<file path="config.mk">
export PLATFORM = sky130hd
export DESIGN_NAME = ones_frame_accum
export DESIGN_NICKNAME = d
export VERILOG_FILES = /design/src/rtl/ones_frame_accum.sv
export SDC_FILE = /design/constraint.sdc
export NUM_CORES = 1
export LEC_CHECK = 0
export CELL_PAD_IN_SITES_DETAIL_PLACEMENT = 1
export CELL_PAD_IN_SITES_GLOBAL_PLACEMENT = 2
export CORE_MARGIN = 2
export CORE_UTILIZATION = 30
export CTS_CLUSTER_DIAMETER = 60
export DETAILED_ROUTE_END_ITERATION = 6
export GPL_TIMING_DRIVEN = 0
export PLACE_DENSITY_LB_ADDON = 0.1
export REMOVE_ABC_BUFFERS = 1
export SYNTH_ARGS = -nofsm -noshare
export SYNTH_HDL_FRONTEND = slang
export SYNTH_SLANG_ARGS = --single-unit
</file>
<file path="constraint.sdc">
create_clock -name i_clk -period 1.73 [get_ports i_clk]
set_input_delay 0.346 -clock i_clk [delete_from_list [all_inputs] [get_ports i_clk]]
set_output_delay 0.346 -clock i_clk [all_outputs]
set_load 0.02 [all_outputs]
</file>
<file path="src/rtl/ones_frame_accum.sv">
// ============================================================================
//  Module   : ones_frame_accum
//  Purpose  : Frame-level accumulator for per-byte ones counts. Totals the
//             4-bit counts of a frame delimited by i_last (or force-closed
//             at MAX_BYTES beats) and presents sum, byte count and peak
//             count as one registered result on a valid/ready handshake.
//  Ports    : i_clk, i_rst        - clock, async active-high reset
//             i_count/i_valid/i_last/o_ready - input beat handshake
//             o_valid/i_ready     - result handshake
//             o_sum/o_bytes/o_peak/o_trunc   - frame result
//             o_err               - sticky illegal-count flag (count > 8)
//  Revision : 1.0 - initial release
// ============================================================================
`default_nettype none

module ones_frame_accum #(
    parameter int MAX_BYTES = 255,
    parameter int SUM_W     = 12
) (
    input  logic             i_clk,
    input  logic             i_rst,
    input  logic [3:0]       i_count,
    input  logic             i_valid,
    input  logic             i_last,
    output logic             o_ready,
    output logic             o_valid,
    input  logic             i_ready,
    output logic [SUM_W-1:0] o_sum,
    output logic [7:0]       o_bytes,
    output logic [3:0]       o_peak,
    output logic             o_trunc,
    output logic             o_err
);

    // Byte index (zero-based) of the beat that hits the length cap.
    localparam logic [7:0] c_cap_last = 8'(MAX_BYTES - 1);
    localparam logic [3:0] c_max_cnt  = 4'd8;

    typedef enum logic [1:0] {
        INIT  = 2'd0,
        ACCUM = 2'd1,
        DONE  = 2'd2
    } state_t;

    state_t           r_state;
    logic [SUM_W-1:0] r_acc_sum;
    logic [7:0]       r_acc_bytes;
    logic [3:0]       r_acc_peak;

    logic [3:0]       w_clamped;
    logic             w_illegal;
    logic             w_accept;
    logic             w_cap;
    logic             w_close;
    logic [SUM_W-1:0] w_sum_next;
    logic [7:0]       w_bytes_next;
    logic [3:0]       w_peak_next;

    always_comb begin
        w_illegal    = (i_count > c_max_cnt);
        w_clamped    = w_illegal ? c_max_cnt : i_count;
        // o_ready is the registered decode of ACCUM, so it doubles as the
        // "in ACCUM" qualifier for the accept strobe.
        w_accept     = i_valid & o_ready;
        w_cap        = (r_acc_bytes == c_cap_last);
        w_close      = i_last | w_cap;
        w_sum_next   = r_acc_sum + SUM_W'(w_clamped);
        w_bytes_next = r_acc_bytes + 8'd1;
        w_peak_next  = (w_clamped > r_acc_peak) ? w_clamped : r_acc_peak;
    end

    always_ff @(posedge i_clk or posedge i_rst) begin
        if (i_rst) begin
            r_state     <= INIT;
            r_acc_sum   <= '0;
            r_acc_bytes <= '0;
            r_acc_peak  <= '0;
            o_ready     <= 1'b0;
            o_valid     <= 1'b0;
            o_sum       <= '0;
            o_bytes     <= '0;
            o_peak      <= '0;
            o_trunc     <= 1'b0;
            o_err       <= 1'b0;
        end else begin
            case (r_state)
                INIT: begin
                    r_state <= ACCUM;
                    o_ready <= 1'b1;
                end

                ACCUM: begin
                    if (w_accept) begin
                        if (w_illegal) begin
                            o_err <= 1'b1;
                        end
                        if (w_close) begin
                            o_sum       <= w_sum_next;
                            o_bytes     <= w_bytes_next;
                            o_peak      <= w_peak_next;
                            // A cap hit that coincides with i_last is a
                            // normal close, not a truncation.
                            o_trunc     <= ~i_last;
                            r_acc_sum   <= '0;
                            r_acc_bytes <= '0;
                            r_acc_peak  <= '0;
                            o_valid     <= 1'b1;
                            o_ready     <= 1'b0;
                            r_state     <= DONE;
                        end else begin
                            r_acc_sum   <= w_sum_next;
                            r_acc_bytes <= w_bytes_next;
                            r_acc_peak  <= w_peak_next;
                        end
                    end
                end

                DONE: begin
                    if (i_ready) begin
                        o_valid <= 1'b0;
                        o_ready <= 1'b1;
                        r_state <= ACCUM;
                    end
                end

                default: begin
                    r_state <= INIT;
                    o_ready <= 1'b0;
                    o_valid <= 1'b0;
                end
            endcase
        end
    end

endmodule

`default_nettype wire
</file>
=== Word level (Yosys, flattened, before mapping) ===
Index checks and enable logic that the tools add are counted.

* Register bits: 54
* Output and inout bits: 28
* Logic and storage cells: 48

* Add/sub/neg operators: 2
* Bitwise logic cells: 4
* Reductions and logical operators: 6
* Magnitude comparators: 2
* Mux-type cells: 17
* Eq/ne operators: 6

{| class="wikitable"
|+ Operators by type and width
! kind !! number
|-
| 12-bit by 4-bit adder with 12-bit output || 1
|-
| 12-bit two-way mux || 1
|-
| 4-bit two-way mux || 3
|-
| 3-bit AND reduction || 3
|-
| 8-bit by 1-bit adder with 8-bit output (second input constant) || 1
|-
| 8-bit == test (second input constant) || 1
|-
| 8-bit two-way mux || 1
|-
| 1-bit two-way mux || 6
|-
| 2-bit two-way mux || 3
|-
| 2-bit inequality test (second input constant) || 3
|-
| 1-bit one-hot mux with 3 select lines || 2
|-
| 2-bit one-hot mux with 3 select lines || 1
|-
| 4-bit greater-than comparator || 1
|-
| 4-bit greater-than comparator (second input constant) || 1
|-
| 4-bit AND reduction || 1
|-
| 2-bit by 1-bit == test with 1-bit output (second input constant) || 1
|-
| 2-bit == test (second input constant) || 1
|-
| 2-bit zero test || 1
|-
| 1-bit NOT || 2
|-
| 2-bit AND reduction || 1
|-
| 1-bit AND || 1
|-
| 1-bit bitwise OR || 1
|}

=== Longest topological paths before layout ===
* Depth after elaboration: 5
* Depth in mapped cells: 9
* Depth with buffers taken out: 9

=== Worst setup path after synthesis ===
No wires, ideal clock.

* Path type: input to register
* From: input i_count[3]
* To: register r_acc_sum[10]
* Path slack: -0.411 ns
* Required time: 1.609 ns
* Stages: 9
* Path buffers: 0
* Arrival time: 2.020 ns
* Setup time: 0.121 ns
* Cells stage by stage: nand2b_1 > inv_1 > ha_1 > inv_1 > fa_1 > nand2b_1 > a211oi_1 > o21ai_0 > a22o_1

* Longest elaborated chain between the ends: 4

{| class="wikitable"
|+ RTL lines
! what !! RTL line !! source
|-
| start: declaration || 22 || <nowiki>input logic [3:0] i_count,</nowiki>
|-
| 4-bit greater-than comparator || 60 || <nowiki>w_illegal = (i_count > c_max_cnt);</nowiki>
|-
| 4-bit two-way mux (*) || 61 || <nowiki>w_clamped = w_illegal ? c_max_cnt : i_count;</nowiki>
|-
| 12-bit by 4-bit adder with 12-bit output (*) || 67 || <nowiki>w_sum_next = r_acc_sum + SUM_W'(w_clamped);</nowiki>
|-
| 12-bit two-way mux (*) || 97 || <nowiki>if (w_close) begin</nowiki>
|-
| end signal: assignment || 111 || <nowiki>r_acc_sum <= w_sum_next;</nowiki>
|-
| end: declaration || 46 || <nowiki>logic [SUM_W-1:0] r_acc_sum;</nowiki>
|}

Every way passes the cells marked *; elsewhere a longest branch is shown, timed or not.
A chain may end at the register's enable or synchronous reset.

=== Final worst setup path ===
* From: register r_acc_sum[0]
* To: register r_acc_sum[10]

* Longest elaborated chain between the ends: 2

{| class="wikitable"
|+ RTL lines
! what !! RTL line
|-
| 12-bit by 4-bit adder with 12-bit output || 67
|-
| 12-bit two-way mux || 97
|}

Every way passes these cells.

==> key figures <==
Timing
  • Tmin final: 1.85 ns
  • Worst rel slew slack: 59.4%
  • Final setup vio count: 12
  • Final Hold Vio Count: 0
  • RSZ-0062 raised after global routing: yes
  • Setup Skew: 0.0108 ns
  • Fmax: 0.540 GHz
  • PnR worst setup slack: -0.123 ns
  • Worst-Margin Slew: 0.607 ns
  • Slew Viols, Final: 0
  • Tcrit/Tclk final: 107%

Critical path
  • Crit end category: flop
  • Data arrival time of the worst path: 2.05 ns
  • Critical Path Max Stage Delay: 0.41 ns
  • Critical path's slowest cell: dfrtp_1
  • Startpoint types: flop
  • Delay-heaviest family, CP: compound AO/OA/AOI/OAI gates
  • Buf/Inv on CP: 1
  • Crit path cell chain: ha_4, inv_2, fa_2, nand2b_4, a211oi_4, o21ai_1, a22o_1
  • Worst endpoint required time: 1.92 ns
  • Crit path kind: reg -> reg
  • Critical path peak fanout: 4

Logic synthesis
  • Post-synthesis average cell area: 9.71 µm²
  • Mapped cell area: 2860 µm²
  • Area share of the largest cell type after synthesis: 47.3%
  • Most common cell in the netlist: o21ai_0
  • Most common library cells after synthesis: o21ai_0 (55), dfrtp_1 (54), nand2_1 (22)
  • Warnings from Yosys: 0
  • Seq/Total Area, Yosys: 47.3%
  • Top_reg_cell synth: dfrtp_1
  • Post-synth EDFFs: 0
  • Main area contributors after synthesis: dfrtp_1 (47%), o21ai_0 (9.6%), ha_1 (4.4%)
  • Synth async-reset ratio: 100%
  • Cell variety after synth: 46
  • Number of synthesized register bits: 54
  • Largest area contributor in the netlist: dfrtp_1
  • Post-Syn Instances: 294

Clock network
  • Clk root buf: clkbuf_8
  • CTS tree: yes
  • Clock slew at reported path FFs: 0.09 ns
  • H-tree Lvls: 2
  • CTS Hold Bufs: 0
  • Clock Path Buffers: 2
  • CTS Sinks: 54
  • Number of CTS-inserted buffers: 5
  • Worst-skew pair later-pin latency: 0.31 ns

Drt
  • DR vias: 2542
  • Antenna-violating nets left: 0
  • DR DRC count: 0
  • Drt first-iter violations: 79
  • Drt first pass iters: 4
  • Via density: 5.17
  • WL per Instance: 18.4 µm
  • Total wire length: 9.05 mm

Die
  • Die Ht: 102 µm
  • Row count: 35
  • Core area: 9240 µm²
  • Ports: 37
  • Die Area: 10300 µm²
  • Die Span X: 102 µm
  • Starting density of the core: 30.9%

Placed design
  • DP Area: 3360 µm²
  • Post-DP HPWL: 4.97 mm
  • GPL Wtd Cong: 0.743
  • Dpl ws: -1.72 ns
  • Port Buffers: 36
  • Post-Place Cells: 445

Global route
  • Gr ovfl total: 0
  • M1 GR Usage: 25.5%
  • Gr busiest metal: met2
  • Vias in the first global route: 2627
  • First-pass GRT wire length: 14.3 mm
  • Largest net degree at the start of global routing: 40
  • Overall Global Routing Usage: 17.9%
  • Met2 Use GR: 28.8%
  • Antenna violations before repair: 0
  • Met3 usage: 2.69%

Power
  • Static Leakage: 0.00170 µW
  • Pint: 3110 µW
  • Comb pwr share: 49.6%
  • Power per Cell Area: 1210 nW/µm²
  • Switch share: 38.9%
  • Clock group share of total power: 13.5%
  • Register share of total power: 36.9%
  • Worst IR drop on VDD: 0.467 mV
  • P_sw: 1980 µW
  • PnR Total Power: 5100 µW

Min path
  • Hold Crit Class: in -> async

Outcome
  • Failing checks: setup timing
  • Status: complete, but fails checks

Flow run
  • Max_cap viols: 0

Final layout
  • Fin cells: 492
  • Layout area overhead: 47.0%
  • Layout cell share with drive strength beyond 1: 29.2%
  • Post-route cell area: 4200 µm²
  • Final nets: 383
  • Antenna Diode Count: 0
[flip-flops by register name, indices dropped and copies added (netlist names)]
| register | count |
|---|---|
| r_acc_peak | 4 |
| r_acc_bytes | 8 |
| o_trunc | 1 |
| o_bytes | 8 |
| o_peak | 4 |
| o_valid | 1 |
| o_ready | 1 |
| o_err | 1 |
| r_acc_sum | 12 |
| r_state | 2 |
| o_sum | 12 |
[power by group through the flow]
stage	Clock, µW	Sequential, µW	Combinational [µW]
global placement	0	1860	1760
CTS	726	1870	2270
global route	768	1920	2760
floorplan	0	2070	808
finish	690	1880	2530
detailed placement	0	1870	1810
[cell usage in the layout, fill, tap and decap left out, types with 7 or more instances in the layout]
| cell | instances |
|---|---|
| o21ai_1 | 12 |
| clkdlybuf4s50_1 | 30 |
| dfrtp_1 | 49 |
| nand3_1 | 10 |
| o21ai_0 | 42 |
| nand2_1 | 19 |
| inv_1 | 11 |
| buf_6 | 13 |
| mux2i_1 | 7 |
| xnor2_1 | 8 |
| buf_4 | 24 |
[cell families (layout without fill, tap and decap cells)]
logic type               Yosys count  count (layout)  share of synthesized area (%)
XOR/XNOR                          12              12                           3.68
multiplexers                       9               9                           3.24
buffers and inverters             33             100                           4.91
AND/OR/NAND/NOR                   69              70                           12.4
flip-flops                        54              54                           47.3
AO/OA/AOI/OAI                    106             107                           23.4
adder cells (fa/ha/maj)           11              11                           5.08
[repair_timing]
action,CTS,global route
endpoints found under the setup margin,54,47
pin swaps,24,24
resized for setup,72,46
cloned,2,2
setup buffers,27,10
[metal layers]
layer	vias up	wire (µm)
li1	1201	-
met3	5	199
met1	1308	4420
met5	-	0
met4	0	61
met2	28	4360
[cell type report]
cell class,instances,area [µm²]
fill,1009,5040
sequential,54,1360
tap,129,161
multi-input combinational,209,1760
inverter,16,62.6
timing repair buffer,77,782
clock buffer,7,76.3
[worst register-to-register path, delay by kind of cell (launching register included)]
family / cells / cell delay [ns]
AO/OA/AOI/OAI: 3 / 0.59
adder cells (fa/ha/maj): 2 / 0.51
flip-flops: 1 / 0.41
AND/OR/NAND/NOR: 1 / 0.19
buffers and inverters: 1 / 0.04
[worst paths after layout]
| check | cells after the start | end | slack [ns] | startpoint |
|---|---|---|---|---|
| worst max register to register | 7 | r_acc_sum[10] | -0.12 | r_acc_sum[0] |
| min in group i_clk | 3 | o_err | 0.34 | i_count[3] |
| worst min register to register | 2 | o_valid | 0.48 | o_valid |
| worst min-delay path | 2 | o_bytes[0] | 0.33 | i_rst |
| worst max-delay path | 7 | r_acc_sum[10] | -0.12 | r_acc_sum[0] |
| max in group asynchronous | 3 | o_ready | 0.82 | i_rst |
[stage by stage]
step	TNS [ns]	hold slack (ns)	utilization, %
after floorplan	-47.59	0.431	-
after global placement	-219.97	0.460	35.7
after detailed placement	-72.01	0.471	36.4
after CTS	-1.53	0.325	42.4
after global routing	-3.10	0.345	45.4
final	-0.871	0.331	45.4
Note: power is estimated with default switching activity, not from simulation.
